--- src/rtl/rr_arbiter_8.sv ---
// Round-robin arbiter for 8 requesters sharing one 3-to-8 decoded line.
// Optional forced release after HOLD_MAX grant cycles when RR_TIMEOUT_EN is defined.
module rr_arbiter_8 #(
    parameter int unsigned HOLD_MAX = 16,
    parameter int unsigned CNT_W    = 5
) (
    input  logic       clk_i,
    input  logic       reset_i,
    input  logic [7:0] req_i,
    input  logic       done_i,
    output logic [7:0] gnt_o,
    output logic [2:0] gnt_idx_o,
    output logic       gnt_valid_o,
    output logic       timeout_o
);

    typedef enum logic [0:0] {StIdle, StGrant} state_e;

    localparam logic [CNT_W-1:0] HoldMax = CNT_W'(HOLD_MAX);

    state_e           state_q, state_d;
    logic [2:0]       ptr_q, ptr_d;
    logic [CNT_W-1:0] hold_cnt_q, hold_cnt_d;
    logic [7:0]       gnt_q, gnt_d;
    logic [2:0]       gnt_idx_q, gnt_idx_d;
    logic             timeout_q, timeout_d;

    logic [2:0] win;
    logic       found;
    logic [2:0] cand;
    logic       release_ok;
    logic       force_rel;

    // Rotating priority search starting at ptr_q.
    always_comb begin
        win   = 3'd0;
        found = 1'b0;
        cand  = 3'd0;
        for (int i = 0; i < 8; i++) begin
            cand = ptr_q + 3'(i);
            if (!found && req_i[cand]) begin
                win   = cand;
                found = 1'b1;
            end
        end
    end

    assign release_ok = done_i || !req_i[gnt_idx_q];

`ifdef RR_TIMEOUT_EN
    assign force_rel = (hold_cnt_q == HoldMax);
`else
    assign force_rel = 1'b0;
`endif

    always_comb begin
        state_d    = state_q;
        ptr_d      = ptr_q;
        hold_cnt_d = hold_cnt_q;
        gnt_d      = gnt_q;
        gnt_idx_d  = gnt_idx_q;
        timeout_d  = 1'b0;
        unique case (state_q)
            StIdle: begin
                if (found) begin
                    state_d    = StGrant;
                    gnt_d      = 8'b1 << win;
                    gnt_idx_d  = win;
                    hold_cnt_d = CNT_W'(1);
                end
            end
            StGrant: begin
                if (release_ok || force_rel) begin
                    state_d    = StIdle;
                    gnt_d      = 8'h00;
                    gnt_idx_d  = 3'd0;
                    ptr_d      = gnt_idx_q + 3'd1;
                    hold_cnt_d = '0;
                    // Normal release wins, so the pulse only marks a true forced release.
                    timeout_d  = !release_ok;
                end else if (hold_cnt_q != HoldMax) begin
                    hold_cnt_d = hold_cnt_q + 1'b1;
                end
            end
            default: state_d = StIdle;
        endcase
    end

    always_ff @(posedge clk_i) begin
        if (reset_i) begin
            state_q    <= StIdle;
            ptr_q      <= 3'd0;
            hold_cnt_q <= '0;
            gnt_q      <= 8'h00;
            gnt_idx_q  <= 3'd0;
            timeout_q  <= 1'b0;
        end else begin
            state_q    <= state_d;
            ptr_q      <= ptr_d;
            hold_cnt_q <= hold_cnt_d;
            gnt_q      <= gnt_d;
            gnt_idx_q  <= gnt_idx_d;
            timeout_q  <= timeout_d;
        end
    end

    assign gnt_o       = gnt_q;
    assign gnt_idx_o   = gnt_idx_q;
    assign gnt_valid_o = (state_q == StGrant);
    assign timeout_o   = timeout_q;

endmodule
--- config.mk ---
export PLATFORM = sky130hd
export DESIGN_NAME = rr_arbiter_8
export DESIGN_NICKNAME = d
export VERILOG_FILES = /design/src/rtl/rr_arbiter_8.sv
export SDC_FILE = /design/constraint.sdc
export NUM_CORES = 1
export LEC_CHECK = 0
export ABC_AREA = 1
export CORE_ASPECT_RATIO = 2
export CORE_MARGIN = 2
export CORE_UTILIZATION = 57
export CTS_BUF_LIST = sky130_fd_sc_hd__clkbuf_8
export DETAILED_ROUTE_END_ITERATION = 16
export GPL_TIMING_DRIVEN = 0
export PLACE_DENSITY = 0.83
export SYNTH_ARGS = -nofsm -noshare
export SYNTH_HDL_FRONTEND = slang
export SYNTH_SLANG_ARGS = --single-unit
export TNS_END_PERCENT = 1
--- constraint.sdc ---
create_clock -name clk_i -period 3.4 [get_ports clk_i]
set_input_delay 0.34 -clock clk_i [delete_from_list [all_inputs] [get_ports clk_i]]
set_output_delay 0.34 -clock clk_i [all_outputs]
set_load 0.02 [all_outputs]
# After elaboration in Yosys (flattened, before gate mapping)
# Index checks and enable logic that the tools add are counted.
# word_totals
regBits,16
in_bits,11
out_inout_bits,13
# classes
add_sub_neg,8
n_lt_le_gt_ge,9
eq_ne,2
shift,1
muxes,43
bitwise,2
reduce_logical,20
# ops
op,count
3-bit by 4-bit < comparator with 1-bit output (second input constant),9
3-bit 2-to-1 mux,10
1-bit binary-select mux with 3-bit select,9
1-bit 2-to-1 mux,19
8-bit 2-to-1 mux,2
8-bit one-hot mux with 2 select lines,1
3-bit adder (second input constant),4
1-bit zero test,9
1-bit by 3-bit << shifter with 8-bit output (first input constant),1
1-bit logical AND,7
3-bit by 1-bit adder with 3-bit output (second input constant),2
3-bit by 2-bit adder with 3-bit output (second input constant),2
3-bit one-hot mux with 2 select lines,1
2-bit AND reduction,2
3-bit OR reduction,1
2-bit by 1-bit != test with 1-bit output (second input constant),1
2-bit != test (second input constant),1
1-bit inverter,2
1-bit one-hot mux with 2 select lines,1
1-bit logical OR,1

# Logic depth before layout (Yosys ltp)
# logic_depth
word_depth,27
depth_mapped,20

# Least setup slack after synthesis
# Ideal clock, no wire load.
# synth_timing
path_kind,register to register
start,register ptr_q[0]
end,register gnt_q[0] (netlist: gnt_o[0])
setup_ns,0.132
t_arrival_ns,2.412
slack_ns,0.856
path_stages_with_launch,18
cell_sequence,dfxtp_1 > inv_2 > buf_6 > ha_1 > bufinv_8 > nand3_2 > nand3_2 > nand2_4 > nor2_8 > nand4_4 > nor2_8 > nand3b_2 > nand2_2 > inv_2 > nand3_2 > nor2_1 > nor2_1 > nor2_1
# synth_between
elab_chain_len,27
word_cells_on_any_way,58
cone_classes,7 x add/sub; 1 x eq/ne; 1 x shift; 34 x mux; 15 x reduce/logical
# synth_rtl
item,line,source
start: declaration,22,"logic [2:0] ptr_q, ptr_d;"
start signal: assignment,99,ptr_q <= ptr_d;
branches (longest 27 deep; another with 3-bit by 1-bit adder with 3-bit output),-,
end signal: assignment,101,gnt_q <= gnt_d;
end: declaration,24,"logic [7:0] gnt_q, gnt_d;"
# Several ways; the timed one is not identified. The select of a mux whose other input is x is not followed.
# A chain may end at the register's enable or synchronous reset.

# Final worst setup path
# layout_timing
start,register ptr_q[0]
end,register gnt_q[3] (netlist: gnt_o[3])
# Same word-level chain as after synthesis.

==> results_dict.tcl <==
set metrics [dict create \
    synth_nets 269 \
    fin_crit_ns 2.96 \
    die_h_um 82.5 \
    grt_overflow 0 \
    row_count 28 \
    avgRoutedWirePerCell_um 13.8 \
    cellInternalPower_uw 899 \
    swShare_pct 56.0 \
    status "finished, final reports clean" \
    postSynth.asyncResetShare_pct 0 \
    met2WireLength_mm 2.46 \
    io_pins 24 \
    area_growth_pct 18.4 \
    power_mw 2.04 \
    cts_buffers 3 \
    core_area_mm2 0.00294 \
    vdd.ir_drop.worst_mv 0.632 \
    powerDensity_mw_per_mm2 984 \
    drv_cap 0 \
    path_clk_slew_ns 0.06 \
    drive_gt1_share_pct 23.4 \
    htreeDepth 1 \
    cts.sinks 16 \
    final_cell_mix "nand2_1, nor2_1, nand3_1" \
    wl_met1_mm 1.56 \
    grt_max_degree 11 \
    synthCells 255 \
    fin_crit_sh_pct 86.9 \
    syn_area_mm2 0.00175 \
    grt_usage_pct 26.5 \
    num-fill-cells 273 \
    cts.path.max_buffers 2 \
    grt_pass1_vias 1737 \
    whs_ns 0.481 \
    cts_hold_buf 0 \
    syn_area_per_cell_um2 6.88 \
    slew_headroom_pct 66.2 \
    setup_violations 0 \
    critPathCaptureType "flip-flop" \
    p_leak_nw 0.944 \
    drtPass1Iterations 4 \
    synth_enable_flop_cells 0 \
    nets 297 \
    n_antenna_cell 0 \
    path_class "reg2reg" \
    cts_tree "built" \
    yosysWarningCount 0 \
    p_seq_share_pct 14.9 \
    initial_core_util_pct 59.6 \
    drt_iter0_drc 31 \
    synth-seq-area-share_pct 18.3 \
    die_area_mm2 0.00356 \
    highest_layer "met4" \
    power_frac_comb_pct 76.9 \
    globalplace.congestion 0.962 \
    antenna_found_initial 0 \
    viasPerCell 5.47 \
    hold_viol_final 0 \
    drc 0 \
    fin_setup_tns_ns 0 \
    power_switching_mw 1.14 \
    clock_power_share_pct 8.2 \
    slew_viol_final 0 \
    max_clock_freq_mhz 338 \
    synthFlopType "dfxtp_1" \
    dieWidth_um 43.2 \
    cp_data_required_time_ns 3.52 \
    wl_met3_um 105 \
    start_kind "flip-flop" \
    cts-resized-gates 0 \
    clk_latency_ns 0.25 \
    vias 1706 \
    hp-class "reg2reg" \
    cts_setup_buffers 0 \
    grt_pass1_wl_mm 7.25 \
    hpwl_mm 3.48 \
    path_max_fanout 10 \
    synth_cell_types 42 \
    cts_root_buffer "clkbuf_8" \
    rsz0062_at_grt "false" \
    finClkSkew_ns 0.00139 \
    wl_mm 4.30 \
    ant_nets 0 \
    worst_pin_slew_ns 0.506 \
    layout_commonest_cell "nand2_1" \
    synth_seq_cells 16 \
    cp_data_arrival_time_ns 3.07 \
    numPortBuffers 23 \
]
[metal layers]
layer | vias up | GRT usage (%)
met5 | - | 0
met1 | 773 | 25.4
met3 | 13 | 1.09
li1 | 885 | -
met2 | 35 | 54.2
met4 | 0 | 12.7
[worst max-delay path, cell delays in order, from the launching register on]
cell,delay (ns)
dfxtp_1,0.42
inv_2,0.10
buf_6,0.17
ha_1,0.43
bufinv_8,0.27
nand3_2,0.10
nand2_2,0.07
nor2_1,0.05
a31oi_2,0.30
inv_2,0.11
nor2_8,0.20
nand3b_2,0.14
nand2_2,0.12
inv_2,0.06
nand3_2,0.09
nor2_1,0.06
nor2_1,0.08
nor2_1,0.05
[power groups by stage]
stage          clock [mW]  combinational, mW  sequential [mW]
6_report            0.167               1.57            0.304
5_1_grt             0.174               1.75            0.313
4_1_cts             0.169               1.58            0.306
3_5_place_dp            0               1.56            0.309
3_3_place_gp            0               1.54            0.306
2_1_floorplan           0               1.16            0.350
[final cells by class]
type                       instances  area, um^2  share of cell area, %
multi-input combinational        205        1250                   60.4
clock buffer                       4        55.1                   2.65
tap                               30        37.5                   1.81
timing repair buffer              23         230                   11.1
sequential                        16         320                   15.4
buffer                             5        48.8                   2.35
inverter                          29         130                   6.27
[worst paths after layout]
| path | start | endpoint | slack (ns) | cells after the start |
|---|---|---|---|---|
| hold reg to reg | gnt_o[4] | gnt_o[4] | 0.48 | 2 |
| setup / recovery | ptr_q[0] | gnt_o[3] | 0.44 | 17 |
| hold / removal | gnt_o[4] | gnt_o[4] | 0.48 | 2 |
| setup reg to reg | ptr_q[0] | gnt_o[3] | 0.44 | 17 |
[flip-flops by register name, indices dropped and copies added (netlist names)]
signal and count:
gnt_o 8, gnt_idx_o 3, ptr_q 3, gnt_valid_o 1
timeout_o 1
[per-stage QoR]
stage / setup slack (ns) / util (%) / instance area [um^2] / std cells
finish: 0.445 / 70.6 / 2080 / 312
global route: 0.173 / 70.6 / 2080 / 312
CTS: 0.405 / 70.6 / 2080 / 312
detailed placement: 0.428 / 68.7 / 2020 / 308
global placement: 0.466 / 68.7 / 2020 / 308
floorplan: 0.856 / - / 1750 / 255
[synthesized netlist by cell type, types with 2 or more instances]
cell type  number  area, um^2
nand4_2         2        25.0
inv_2           5        18.8
o21ai_0         4        20.0
dfxtp_1        16         320
ha_1            3        37.5
buf_6           3        33.8
inv_1          19        71.3
a21oi_2         7        61.3
a21oi_1         3        15.0
nor2_1         38         143
xnor2_1         2        17.5
nand4_1         5        31.3
nor3_1          2        10.0
nor2_8          2        40.0
o211ai_1        2        15.0
nand2_2         8        50.1
xor2_2          2        32.5
nand3_1        28         140
nor2_2          3        18.8
nand2_1        61         229
nand2_4         6        67.6
nand3_2        13         130
clkinv_1        2        7.51
[cells by family after synthesis]
logic type,share of synthesized area [%]
multiplexers,0.571
XOR/XNOR,3.78
buffers and inverters,10.2
AND/OR/NAND/NOR,54.4
other,0.214
AO/OA/AOI/OAI,10.4
adder cells (fa/ha/maj),2.14
flip-flops,18.3
No activity file was read; power rests on OpenSTA's default activity.
==> patch (same settings) <==
The output `timeout_o` loses its register stage (`timeout_q` becomes a continuous assignment).
--- a/src/rtl/rr_arbiter_8.sv
+++ b/src/rtl/rr_arbiter_8.sv
@@ -93,16 +93,16 @@
             hold_cnt_q <= '0;
             gnt_q      <= 8'h00;
             gnt_idx_q  <= 3'd0;
-            timeout_q  <= 1'b0;
         end else begin
             state_q    <= state_d;
             ptr_q      <= ptr_d;
             hold_cnt_q <= hold_cnt_d;
             gnt_q      <= gnt_d;
             gnt_idx_q  <= gnt_idx_d;
-            timeout_q  <= timeout_d;
         end
     end
+
+    assign timeout_q = timeout_d;
 
     assign gnt_o       = gnt_q;
     assign gnt_idx_o   = gnt_idx_q;
Function: same outputs for any inputs over 10 cycles, from zero or initial values and one cycle with reset_i high; that may be too few to reach the edited logic, so the function may still have changed.
==> patch against the unedited design <==
- power decreased by 7.5%
- synthesized area decreased by 9.5%
- design area is 9.0% lower
- sequential cell count fell by 1
- routed wire length decreased by 12%
- clock power down 14%
- sequential power fell by 6%
- sequential share of layout area is 0.47 points higher
- worst setup slack lost 0.047 ns
- largest cell class unchanged
==> patch: results (changes against the unedited design) <==
Clock network
  • CTS resizes: 0 (unchanged)
  • Post-CTS setup buffers: 0 (unchanged)
  • Clk slew on worst S/H paths: 0.06 ns (about the same)
  • Clk buf depth: 2 (unchanged)
  • H-tree lvl count: 1 (unchanged)
  • CTS buffer count: 3 (unchanged)
  • Root buffer cell: clkbuf_8
  • Worst skew pair latency: 0.25 ns (about the same)

Route
  • DRT Wirelength: 3.78 mm (-12%)
  • Via count: 1,549 (-9.2%)
  • Post-route DRC violation count: 0 (unchanged)
  • DR iter-0 viols: 24 (-23%)
  • DRT Pass-1 Iters: 4 (unchanged)

Final layout
  • Antenna cells: 0 (unchanged)
  • Largest register FFs: 8 (unchanged)
  • Number of fillers in the final layout: 251 (-8.1%)
  • Share of layout cells above drive strength 1: 0.256 (+0.0219)
  • Nets: 269 (-9.4%)

Place
  • Routability Congestion: 0.788 (-18%)
  • Detailed Place HPWL: 3.20 mm (-8.2%)
  • Buffers added on ports: 22 (-4.3%)
  • Placed Area: 1840 sq um (-8.8%)

Pwr
  • Pwr dens: 1000 nW/um^2 (+1.7%)
  • Lkg Pwr: 0.000837 uW (-11%)
  • Internal power: 816 uW (-9.2%)
  • Peak VDD IR: 0.608 mV (-3.8%)

Logic synthesis
  • Top cells by area, synth: dfxtp_1, nand2_1, nand3_2
  • Distinct cells, synth: 39 (-7.1%)
  • Part of the Yosys area used for sequential elements: 0.189 (+0.00653)
  • Top post-synthesis cells by count: nand2_1, nor2_1, nand3_1, dfxtp_1, inv_1
  • Ys async rst share: 0 (unchanged)
  • Syn nets: 242 (-10%)
  • Dominant synthesized flop cell: dfxtp_1
  • Yosys warning count: 0 (unchanged)

Run status
  • Outcome: finished, final reports clean

Global route
  • First-pass GRT wire length: 6.22 mm (-14%)
  • Gr usage total: 0.272 (+0.00760)
  • Largest net degree at the start of global routing: 11 (unchanged)
  • Antenna violations before repair: 0 (unchanged)

Setup path
  • CP arrival: 3.19 ns (+0.12 ns)
  • Max FO, Critical Path: 10 (unchanged)
  • Cell count of the worst reg-to-reg path: 17 (unchanged)

Timing
  • Worst-margin pin slew: 0.513 ns (+0.00673 ns)
  • Max Clock Skew: 0.00357 ns (+0.00219 ns)

Min path
  • Worst hold path class: flip-flop to flip-flop
  • Hold depth: 2 (unchanged)
==> patch: cell count changes in the layout (fill, tap and decap cells not counted), moves of 3 or more <==
cell and delta:
o21ai_0 +4, inv_1 -3, nor2_1 -9, a21oi_1 +5, a21oi_2 -3, nand2_4 +3, nand2_1 -15, inv_2 +4
nand3_1 -3
==> patch: metrics by stage <==
stage          total power, uW  cells  setup slack [ns]  hold WS, ns
2_1_floorplan             1420    228             0.959        0.402
3_3_place_gp              1730    279             0.524        0.453
5_1_grt                   2050    283             0.257        0.488
3_5_place_dp              1750    279             0.454        0.470
6_report                  1890    283             0.398        0.475
4_1_cts                   1890    283             0.429        0.480
==> patch: area by class of cell <==
cell class / instances / area share
inverter: 26 / 0.0556
timing repair buffer: 22 / 0.117
clock buffer: 3 / 0.0219
tap: 29 / 0.0192
clock inverter: 1 / 0.00199
buffer: 6 / 0.0298
sequential: 15 / 0.159
multi-input combinational: 181 / 0.596
==> patch: cell families after synthesis <==
group	after synthesis	synth area share
xor+xnor	5	0.0418
flops	15	0.189
buf+inv	32	0.102
simple gates	143	0.522
compound gates	28	0.113
fa+ha+maj	3	0.0236
mux	1	0.00630
other cells	1	0.00236
==> patch: power by group through the flow <==
| stage | logic, uW | registers [uW] | clock network [uW] |
|---|---|---|---|
| after floorplan | 1080 | 335 | 0 |
| after global placement | 1440 | 287 | 0 |
| after detailed placement | 1460 | 289 | 0 |
| after CTS | 1460 | 287 | 143 |
| after global routing | 1610 | 297 | 146 |
| final | 1460 | 287 | 144 |
==> patch: layer usage <==
layer  global-route usage  up-vias  share of wire
li1                     -      799              -
met1                0.263      711           0.37
met2                0.513       28           0.58
met3               0.0198       11          0.020
met4                0.119        0          0.030
met5                    0        -              0
==> patch: critical path, cell delays in order, from the launching register on <==
cell and delay [ns]:
dfxtp_1 0.35, buf_6 0.15, inv_4 0.05, buf_8 0.15, ha_1 0.42, inv_1 0.29, nand3_2 0.15, nand2_2 0.09
nor2_1 0.07, a31oi_2 0.28, inv_2 0.12, nand3_2 0.10, nor2_1 0.04, nor2_1 0.15, nand3_2 0.14, nor2_1 0.16
nand2_1 0.10, a21oi_2 0.12
==> patch: final timing paths <==
check / endpoint / slack (ns) / from
max: gnt_o[0]$_SDFFE_PP0P_ / 0.40 / ptr_q[0]$_SDFFE_PP0P_
min: gnt_o[4]$_SDFFE_PP0P_ / 0.48 / gnt_o[4]$_SDFFE_PP0P_
max reg2reg: gnt_o[0]$_SDFFE_PP0P_ / 0.40 / ptr_q[0]$_SDFFE_PP0P_
min reg2reg: gnt_o[4]$_SDFFE_PP0P_ / 0.48 / gnt_o[4]$_SDFFE_PP0P_
